--- src/rtl/dircc_pmem_arb_pkg.sv ---
// Shared defaults, FSM state type and burst-length helper for the PMEM port arbiter.
// Pure declarations: no latency, no flow control.
package dircc_pmem_arb_pkg;

  localparam int DEF_ADDR_W  = 15;
  localparam int DEF_DATA_W  = 16;
  localparam int DEF_BURST_W = 4;
  localparam int MAX_BURST   = 8;
  localparam int CNT_W       = 4;

  typedef enum logic [1:0] {
    IDLE,
    RD_BURST,
    WR_BURST
  } arb_state_t;

  // A burstcount of 0 still moves one beat; oversize requests are cut to MAX_BURST.
  function automatic logic [CNT_W-1:0] burst_beats(input logic [31:0] bc);
    if (bc == 32'd0) return CNT_W'(1);
    if (bc > 32'(MAX_BURST)) return CNT_W'(MAX_BURST);
    return CNT_W'(bc);
  endfunction

endpackage

--- src/rtl/dircc_rr_arb2.sv ---
// Two-way round-robin pick: favours the requester that was not granted last.
// Combinational, zero latency; a lone requester always wins.
module dircc_rr_arb2 (
  input  logic [1:0] req,
  input  logic       last,
  output logic [1:0] grant
);

  assign grant[0] = req[0] & (~req[1] | last);
  assign grant[1] = req[1] & (~req[0] | ~last);

endmodule

--- src/rtl/dircc_pmem_port_arbiter.sv ---
// Arbitrates two burst requesters onto one single-cycle memory port; beat 0 issues in the grant cycle.
// Read data returns one cycle after issue; the non-owner is held off with waitrequest for the whole burst.
module dircc_pmem_port_arbiter
  import dircc_pmem_arb_pkg::*;
#(
  parameter int ADDR_W  = DEF_ADDR_W,
  parameter int DATA_W  = DEF_DATA_W,
  parameter int BURST_W = DEF_BURST_W
) (
  input  logic               clk,
  input  logic               reset_n,
  input  logic [ADDR_W-1:0]  r0_address,
  input  logic               r0_read,
  input  logic               r0_write,
  input  logic [BURST_W-1:0] r0_burstcount,
  input  logic [DATA_W-1:0]  r0_writedata,
  input  logic [1:0]         r0_byteenable,
  output logic               r0_waitrequest,
  output logic [DATA_W-1:0]  r0_readdata,
  output logic               r0_readdatavalid,
  input  logic [ADDR_W-1:0]  r1_address,
  input  logic               r1_read,
  input  logic               r1_write,
  input  logic [BURST_W-1:0] r1_burstcount,
  input  logic [DATA_W-1:0]  r1_writedata,
  input  logic [1:0]         r1_byteenable,
  output logic               r1_waitrequest,
  output logic [DATA_W-1:0]  r1_readdata,
  output logic               r1_readdatavalid,
  output logic [ADDR_W-1:0]  mem_address,
  output logic               mem_chipselect,
  output logic               mem_write,
  output logic [DATA_W-1:0]  mem_writedata,
  output logic [1:0]         mem_byteenable,
  output logic               mem_clken,
  input  logic [DATA_W-1:0]  mem_readdata
);

  arb_state_t        state_q, state_d;
  logic              owner_q, owner_d;
  logic              last_q, last_d;
  logic              rd_vld_q, rd_vld_d;
  logic              rd_own_q, rd_own_d;
  logic [CNT_W-1:0]  cnt_q, cnt_d;
  logic [ADDR_W-1:0] addr_q, addr_d;
  logic [1:0]        req, grant, ack;

  logic               sel;
  logic               sel_write;
  logic [ADDR_W-1:0]  sel_addr;
  logic [BURST_W-1:0] sel_bc;
  logic [CNT_W-1:0]   beats;

  assign req = {r1_read | r1_write, r0_read | r0_write};

  dircc_rr_arb2 u_rr (
    .req   (req),
    .last  (last_q),
    .grant (grant)
  );

  // In IDLE the requester mux follows the arbiter so beat 0 can leave in the grant cycle.
  assign sel            = (state_q == IDLE) ? grant[1] : owner_q;
  assign sel_write      = sel ? r1_write      : r0_write;
  assign sel_addr       = sel ? r1_address    : r0_address;
  assign sel_bc         = sel ? r1_burstcount : r0_burstcount;
  assign mem_writedata  = sel ? r1_writedata  : r0_writedata;
  assign mem_byteenable = sel ? r1_byteenable : r0_byteenable;
  assign beats          = burst_beats(32'(sel_bc));

  always_comb begin
    state_d        = state_q;
    owner_d        = owner_q;
    last_d         = last_q;
    cnt_d          = cnt_q;
    addr_d         = addr_q;
    rd_vld_d       = 1'b0;
    rd_own_d       = rd_own_q;
    ack            = 2'b00;
    mem_chipselect = 1'b0;
    mem_write      = 1'b0;
    mem_address    = addr_q;
    case (state_q)
      IDLE: begin
        if (|req) begin
          ack            = grant;
          mem_chipselect = 1'b1;
          mem_write      = sel_write;
          mem_address    = sel_addr;
          rd_vld_d       = ~sel_write;
          rd_own_d       = sel;
          owner_d        = sel;
          cnt_d          = beats - CNT_W'(1);
          addr_d         = sel_addr + ADDR_W'(1);
          if (beats == CNT_W'(1)) begin
            last_d = sel;
          end else begin
            state_d = sel_write ? WR_BURST : RD_BURST;
          end
        end
      end
      RD_BURST: begin
        mem_chipselect = 1'b1;
        rd_vld_d       = 1'b1;
        rd_own_d       = owner_q;
        addr_d         = addr_q + ADDR_W'(1);
        cnt_d          = cnt_q - CNT_W'(1);
        if (cnt_q == CNT_W'(1)) begin
          state_d = IDLE;
          last_d  = owner_q;
        end
      end
      WR_BURST: begin
        if (sel_write) begin
          ack            = owner_q ? 2'b10 : 2'b01;
          mem_chipselect = 1'b1;
          mem_write      = 1'b1;
          addr_d         = addr_q + ADDR_W'(1);
          cnt_d          = cnt_q - CNT_W'(1);
          if (cnt_q == CNT_W'(1)) begin
            state_d = IDLE;
            last_d  = owner_q;
          end
        end
      end
      default: state_d = IDLE;
    endcase
    // Grant logic is combinational, so it must be masked while reset is held.
    if (!reset_n) begin
      ack            = 2'b00;
      mem_chipselect = 1'b0;
      mem_write      = 1'b0;
    end
  end

  always_ff @(posedge clk or negedge reset_n) begin
    if (!reset_n) begin
      state_q  <= IDLE;
      owner_q  <= 1'b0;
      last_q   <= 1'b1;
      cnt_q    <= '0;
      addr_q   <= '0;
      rd_vld_q <= 1'b0;
      rd_own_q <= 1'b0;
    end else begin
      state_q  <= state_d;
      owner_q  <= owner_d;
      last_q   <= last_d;
      cnt_q    <= cnt_d;
      addr_q   <= addr_d;
      rd_vld_q <= rd_vld_d;
      rd_own_q <= rd_own_d;
    end
  end

  assign r0_waitrequest   = ~ack[0];
  assign r1_waitrequest   = ~ack[1];
  assign r0_readdatavalid = rd_vld_q & ~rd_own_q;
  assign r1_readdatavalid = rd_vld_q & rd_own_q;
  assign r0_readdata      = r0_readdatavalid ? mem_readdata : '0;
  assign r1_readdata      = r1_readdatavalid ? mem_readdata : '0;
  assign mem_clken        = reset_n;

endmodule

--- config.mk ---
export PLATFORM = sky130hd
export DESIGN_NAME = dircc_pmem_port_arbiter
export DESIGN_NICKNAME = d
export VERILOG_FILES = /design/src/rtl/dircc_pmem_arb_pkg.sv /design/src/rtl/dircc_rr_arb2.sv /design/src/rtl/dircc_pmem_port_arbiter.sv
export SDC_FILE = /design/constraint.sdc
export NUM_CORES = 1
export LEC_CHECK = 0
export BUFFER_PORTS_ARGS = -buffer_cell sky130_fd_sc_hd__buf_2
export CAP_MARGIN = 20
export CORE_MARGIN = 3
export CORE_UTILIZATION = 30
export CTS_CLUSTER_DIAMETER = 100
export CTS_CLUSTER_SIZE = 12
export DETAILED_ROUTE_END_ITERATION = 8
export PLACE_DENSITY = 0.55
export SYNTH_ARGS = -nofsm -noshare
export SYNTH_HDL_FRONTEND = slang
export SYNTH_SLANG_ARGS = --single-unit
--- constraint.sdc ---
create_clock -name clk -period 3.6 [get_ports clk]
set_input_delay 0.54 -clock clk [delete_from_list [all_inputs] [get_ports clk]]
set_output_delay 0.54 -clock clk [all_outputs]
set_load 0.02 [all_outputs]
After elaboration in Yosys (flattened, before gate mapping)
Index checks and enable logic that the tools add are counted.
{"block": "word_totals", "reg_bits": 25, "in_bits": 96, "output_inout_bits": 72, "word_cells": 95}
{"block": "classes", "n_addsub": 4, "order_cmp": 1, "eq_ne": 8, "n_mux": 50, "bitwise_logic": 15, "n_reduce_logical": 10}
{"operator": "$mux W15", "count": 5}
{"operator": "$mux W16", "count": 3}
{"operator": "$pmux W15 S3", "count": 1}
{"operator": "$add A15 B1 Y15 const B", "count": 2}
{"operator": "$mux W4", "count": 7}
{"operator": "$mux W2", "count": 10}
{"operator": "$mux W1", "count": 16}
{"operator": "$pmux W4 S3", "count": 1}
{"operator": "$eq A4 B1 Y1 const B", "count": 2}
{"operator": "$sub A4 B1 Y4 const B", "count": 2}
{"operator": "$not A1 Y1", "count": 7}
{"operator": "$pmux W1 S2", "count": 3}
{"operator": "$pmux W1 S3", "count": 2}
{"operator": "$pmux W2 S3", "count": 1}
{"operator": "$reduce_and A3 Y1", "count": 2}
{"operator": "$and A1 B1 Y1", "count": 4}
{"operator": "$gt A4 B4 Y1 const B", "count": 1}
{"operator": "$logic_not A4 Y1", "count": 1}
{"operator": "$ne A2 B1 Y1 const B", "count": 2}
{"operator": "$ne A2 B2 Y1 const B", "count": 2}
{"operator": "$or A1 B1 Y1", "count": 4}
{"operator": "$pmux W2 S2", "count": 1}
{"operator": "$reduce_and A2 Y1", "count": 2}
{"operator": "$reduce_and A4 Y1", "count": 1}
{"operator": "other kinds (6)", "count": 6}

Depth between registers and ports, before layout
{"block": "depth", "ltp_word": 15, "ltp_mapped": 14, "mapped_depth_nobuf": 12}

Hierarchy
Synthesis repeated with hierarchy kept, for this count alone.
{"block": "hier_totals", "cells_unflattened": 415, "area_unflattened_um2": 2837.7}
{"module": "dircc_pmem_port_arbiter", "n_inst": 1, "cells_each": 412, "area_each_um2": 2819.0, "seq_area_each_um2": 626.9}
{"module": "dircc_rr_arb2", "n_inst": 1, "cells_each": 3, "area_each_um2": 18.8, "seq_area_each_um2": 0.0}

Least setup slack after synthesis
OpenSTA, ideal clock, no wires.
{"block": "synth_path", "kind": "register -> output", "from": "register state_q[0]", "to": "output r0_waitrequest", "arrival_ps": 2420, "path_slack_ps": 640, "path_stages_with_launch": 10, "path_cell_list": "dfrtp_1 > inv_1 > ha_1 > nor2b_1 > buf_2 > a21oi_4 > mux2i_1 > nor2b_1 > nor2b_1 > o21ai_0"}
{"block": "synth_between", "elab_chain_cells": 7, "word_cells_on_any_way": 8}
{"item": "start: declaration", "line": "dircc_pmem_port_arbiter.sv:39", "rtl": "arb_state_t state_q, state_d;"}
{"item": "start signal: assignment", "line": "dircc_pmem_port_arbiter.sv:146", "rtl": "state_q <= state_d;"}
{"item": "$logic_not A2 Y1", "line": "dircc_pmem_port_arbiter.sv:63, dircc_pmem_port_arbiter.sv:83"}
{"item": "$mux W1", "line": "dircc_pmem_port_arbiter.sv:63", "rtl": "assign sel = (state_q == IDLE) ? grant[1] : owner_q;"}
{"item": "$mux W1", "line": "dircc_pmem_port_arbiter.sv:64", "rtl": "assign sel_write = sel ? r1_write : r0_write;"}
{"item": "$mux W2", "line": "dircc_pmem_port_arbiter.sv:114", "rtl": "if (sel_write) begin"}
{"item": "$pmux W2 S2 (*)", "line": "dircc_pmem_port_arbiter.sv:83", "rtl": "case (state_q)"}
{"item": "$mux W2 (*)", "line": "dircc_pmem_port_arbiter.sv:129", "rtl": "if (!reset_n) begin"}
{"item": "$not A1 Y1 (*)", "line": "dircc_pmem_port_arbiter.sv:156", "rtl": "assign r0_waitrequest = ~ack[0];"}
{"item": "end: declaration", "line": "dircc_pmem_port_arbiter.sv:18", "rtl": "output logic r0_waitrequest,"}
Mark *: on every way between the ends. The rest lies on a longest branch, timed or not.

Worst setup path in the final report
{"block": "layout_path", "from": "register state_q[0]", "to": "register addr_q[14]"}
{"block": "layout_between", "elab_chain_cells": 6, "word_cells_on_any_way": 13}
{"item": "$logic_not A2 Y1", "line": "dircc_pmem_port_arbiter.sv:63, dircc_pmem_port_arbiter.sv:83"}
{"item": "$mux W1", "line": "dircc_pmem_port_arbiter.sv:63"}
{"item": "$mux W15", "line": "dircc_pmem_port_arbiter.sv:65", "rtl": "assign sel_addr = sel ? r1_address : r0_address;"}
{"item": "$add A15 B1 Y15", "line": "dircc_pmem_port_arbiter.sv:94", "rtl": "addr_d = sel_addr + ADDR_W'(1);"}
{"item": "$mux W15", "line": "dircc_pmem_port_arbiter.sv:85", "rtl": "if (|req) begin"}
{"item": "$pmux W15 S3", "line": "dircc_pmem_port_arbiter.sv:83"}
{"item": "end signal: assignment", "line": "dircc_pmem_port_arbiter.sv:150", "rtl": "addr_q <= addr_d;"}
{"item": "end: declaration", "line": "dircc_pmem_port_arbiter.sv:45", "rtl": "logic [ADDR_W-1:0] addr_q, addr_d;"}
Parallel ways exist; a longest one is shown, timed or not. The select of a mux whose other input is x is not followed.
A chain may end at the register's enable or synchronous reset.

==> metrics.yaml <==
synth_xor_area_share_pct: 3.84
ys_types: 53
cp_slowest_cell: "dfrtp_1"
yosys.area_share.adder_pct: 3.80
yosys.area_share.simple_pct: 33.6
cts_tree: "built"
die_h_microns: 105
overflow: 0
cts_buffers: 3
antenna_found_initial: 0
die_area_sq_um: 11100
critPathLaunchType: "flip-flop"
r2r_start: "state_q[0]$_DFFE_PN0P_"
synth_compound_area_share_pct: 26.7
min_period_ps: 3070
drtIter0Drc: 144
p_per_area_nw_per_um2: 1080
grt_pass1_vias: 3508
drc: 0
synth_top_area_cell: "dfrtp_1"
async_reset_ff_share_pct: 100
crit_type: "flip-flop to flip-flop"
reg2reg_slack_ps: 530
design.portCount: 168
required_ps: 3770
p_leak_nw: 2.06
core-area_sq_um: 9420
dp_hpwl_microns: 8060
drtPass1Iterations: 4
synth.area.top_cells: "dfrtp_1 20%, nand2_1 13%, o21ai_0 5.1%"
grt_max_degree: 28
ctsResizeCount: 0
vias: 3523
synthMuxAreaShare_pct: 3.54
syn_area_per_cell_sq_um: 6.96
max_cap_violations: 0
synth_top_area_share_pct: 20.2
fin_tns_setup_ps: 0
drive_above_1_share_pct: 34.8
grt.total_usage_pct: 18.3
whs_ps: 156
rows: 35
drv_slew: 0
netlist_area_sq_um: 2970
max_freq_mhz: 326
arrival_ps: 3240
cp-end-kind: "flip-flop"
ys_seq_area_share_pct: 21.1
nFillCells: 1002
synth-edff-count: 0
initial_core_util_pct: 31.5
critPathMaxStageDelay_ps: 380
worstPathMaxFanout: 23
numPortBuffers: 167
synthToLayoutAreaGrowth_pct: 34.1
cts_buffer_depth: 2
syn-num-nets: 531
rsz0062_at_grt: "false"
reg2reg_depth: 13
setup_viol: 0
r2r_end: "addr_q[14]$_DFFE_PN0P_"
synthFlopType: "dfrtp_1"
wl_per_cell_microns: 14.3
clock_sinks: 25
slew_headroom_pct: 43.7
clockRootBuffer: "clkbuf_8"
irDropWorstVdd_v: 0.000312
syn_inst: 426
path_buf_inv: 2
gp_congestion: 0.845
critPathTopFamily: "simple AND/OR/NAND/NOR gates"
final.setup_skew_ps: 7.11
status: "finished clean"
cts.hold.buffers_added: 0
synth_top_family_by_area: "simple AND/OR/NAND/NOR gates"
vias_per_cell: 4.97
ys_seq_elements: 25
clkTransAtPathRegs_ps: 100
final_antenna_net_count: 0
crit_path_frequent_cell: "ha_1"
cts_setup_buffers: 0
hold_violations: 0
fin_nets: 686
ys_warn_count: 0
hp-class: "primary input to async pin"
tightest_slew_ps: 842
totalWireLength_microns: 10200
insertion_delay_ps: 280
htree_levels: 1
crit_chain: "inv_1 -> ha_1 -> nor2b_1 -> buf_12 -> a21oi_4 -> mux2i_1 -> a21oi_1 -> ha_1 -> o311ai_0 -> nor4_2 -> nand4_1 -> xnor2_1 -> mux2_2"
die_x_microns: 105
grt_first_pass_wirelength_microns: 17100
num_antenna_cells: 0
timing.final.crit_share_pct: 85.1
-- through the flow --
step | cell area (sq um) | power (mW) | worst slack [ps] | util, % | cells
finish | 3980 | 4.31 | 535 | 42.2 | 709
global route | 3980 | 4.78 | 185 | 42.2 | 709
CTS | 3980 | 4.34 | 519 | 42.2 | 709
detailed placement | 3930 | 4.14 | 526 | 41.8 | 705
global placement | 3930 | 4.11 | 613 | 41.8 | 705
floorplan | 2970 | 3.17 | 640 | - | 426
-- registers in the layout, summed over array words and instances, names as in the netlist --
name / flops
cnt_q: 4
rd_own_q: 1
rd_vld_q: 1
state_q: 2
addr_q: 15
owner_q: 1
last_q: 1
-- how the worst max path moves through the flow --
stage | startpoint | end | slack [ps] | cells past startpoint
3_5_place_dp | r1_write | addr_q[14]$_DFFE_PN0P_ | 530 | 11
5_1_grt | state_q[0]$_DFFE_PN0P_ | addr_q[14]$_DFFE_PN0P_ | 180 | 13
4_1_cts | state_q[0]$_DFFE_PN0P_ | mem_address[11] | 520 | 9
6_report | state_q[0]$_DFFE_PN0P_ | addr_q[14]$_DFFE_PN0P_ | 530 | 13
3_3_place_gp | r1_write | addr_q[14]$_DFFE_PN0P_ | 610 | 11
2_1_floorplan | state_q[0]$_DFFE_PN0P_ | r0_waitrequest | 640 | 9
-- worst reg2reg max path: cells and delay by family (launching register included) --
kind | cells | cell delay, ps
AO/OA/AOI/OAI | 3 | 480
AND/OR/NAND/NOR | 3 | 740
flip-flops | 1 | 380
XOR/XNOR | 1 | 170
multiplexers | 2 | 470
buffers and inverters | 2 | 290
adder cells (fa/ha/maj) | 2 | 430
-- cell type report --
class / instances / area (sq um) / share of cell area (%)
multi-input cells: 350 / 2120 / 53.3
well taps: 129 / 161 / 4.06
flip-flops and latches: 25 / 627 / 15.8
clock buffers: 4 / 45.0 / 1.13
repair buffers: 180 / 946 / 23.8
inverters: 21 / 78.8 / 1.98
-- cells by family after synthesis --
kind of cell	after synthesis
AOI/OAI and AO/OA	109
and+or+nand+nor	209
xor gates and xnor gates	13
muxes	10
buffers and inverters	51
DFF	25
adders and majority gates	9
-- metal layers --
metal,track usage [%],wire [microns],up-vias
met5,0,0,-
met4,3.66,133,0
met3,2.82,635,12
met2,30.3,4790,115
met1,25.3,4610,1606
li1,-,-,1790
-- where the power goes --
group          internal (mW)  switching [mW]
clock network         0.0795          0.0977
registers              0.448           0.157
logic                   1.30            2.23
total                   1.83            2.48
-- Yosys cell counts (2+ instances only) --
library cell and number:
buf_6 2, nand4_1 4, xor2_1 3, clkbuf_1 18
nor3b_1 3, nor2b_1 5, a21oi_1 12, o31ai_1 8
nor3_2 2, and3_1 16, a221o_1 2, nand2b_1 13
nor3_1 6, xnor2_1 10, nor2_1 30, o2bb2ai_1 10
buf_2 8, nor4_1 2, nand3_1 2, nand2_1 101
a211oi_1 13, mux2i_1 6, mux2_2 4, a31oi_1 4
o211ai_1 11, o21ai_1 2, or3_1 3, inv_1 21
o21ai_0 30, dfrtp_1 24, o31ai_2 3, ha_1 9
and2_1 19
-- cells in the final DEF (no fill, tap or decap), types with 3 or more instances in the layout --
cell and count:
nand2_1 101, a21oi_1 12, buf_4 12, a211oi_1 13, a31oi_1 4, mux2_2 4, o31ai_1 8, ha_1 9
o31ai_2 3, xor2_1 3, nand2b_1 13, dfrtp_1 24, nor2b_1 5, and2_1 19, and3_1 16, nor3_1 6
buf_2 167, o21ai_0 30, xnor2_1 10, o211ai_1 11, or3_1 3, o2bb2ai_1 10, nor3b_1 3, mux2i_1 6
inv_1 21, clkbuf_8 3, nor2_1 30, nand4_1 4
(Power assumes the default switching activity.)
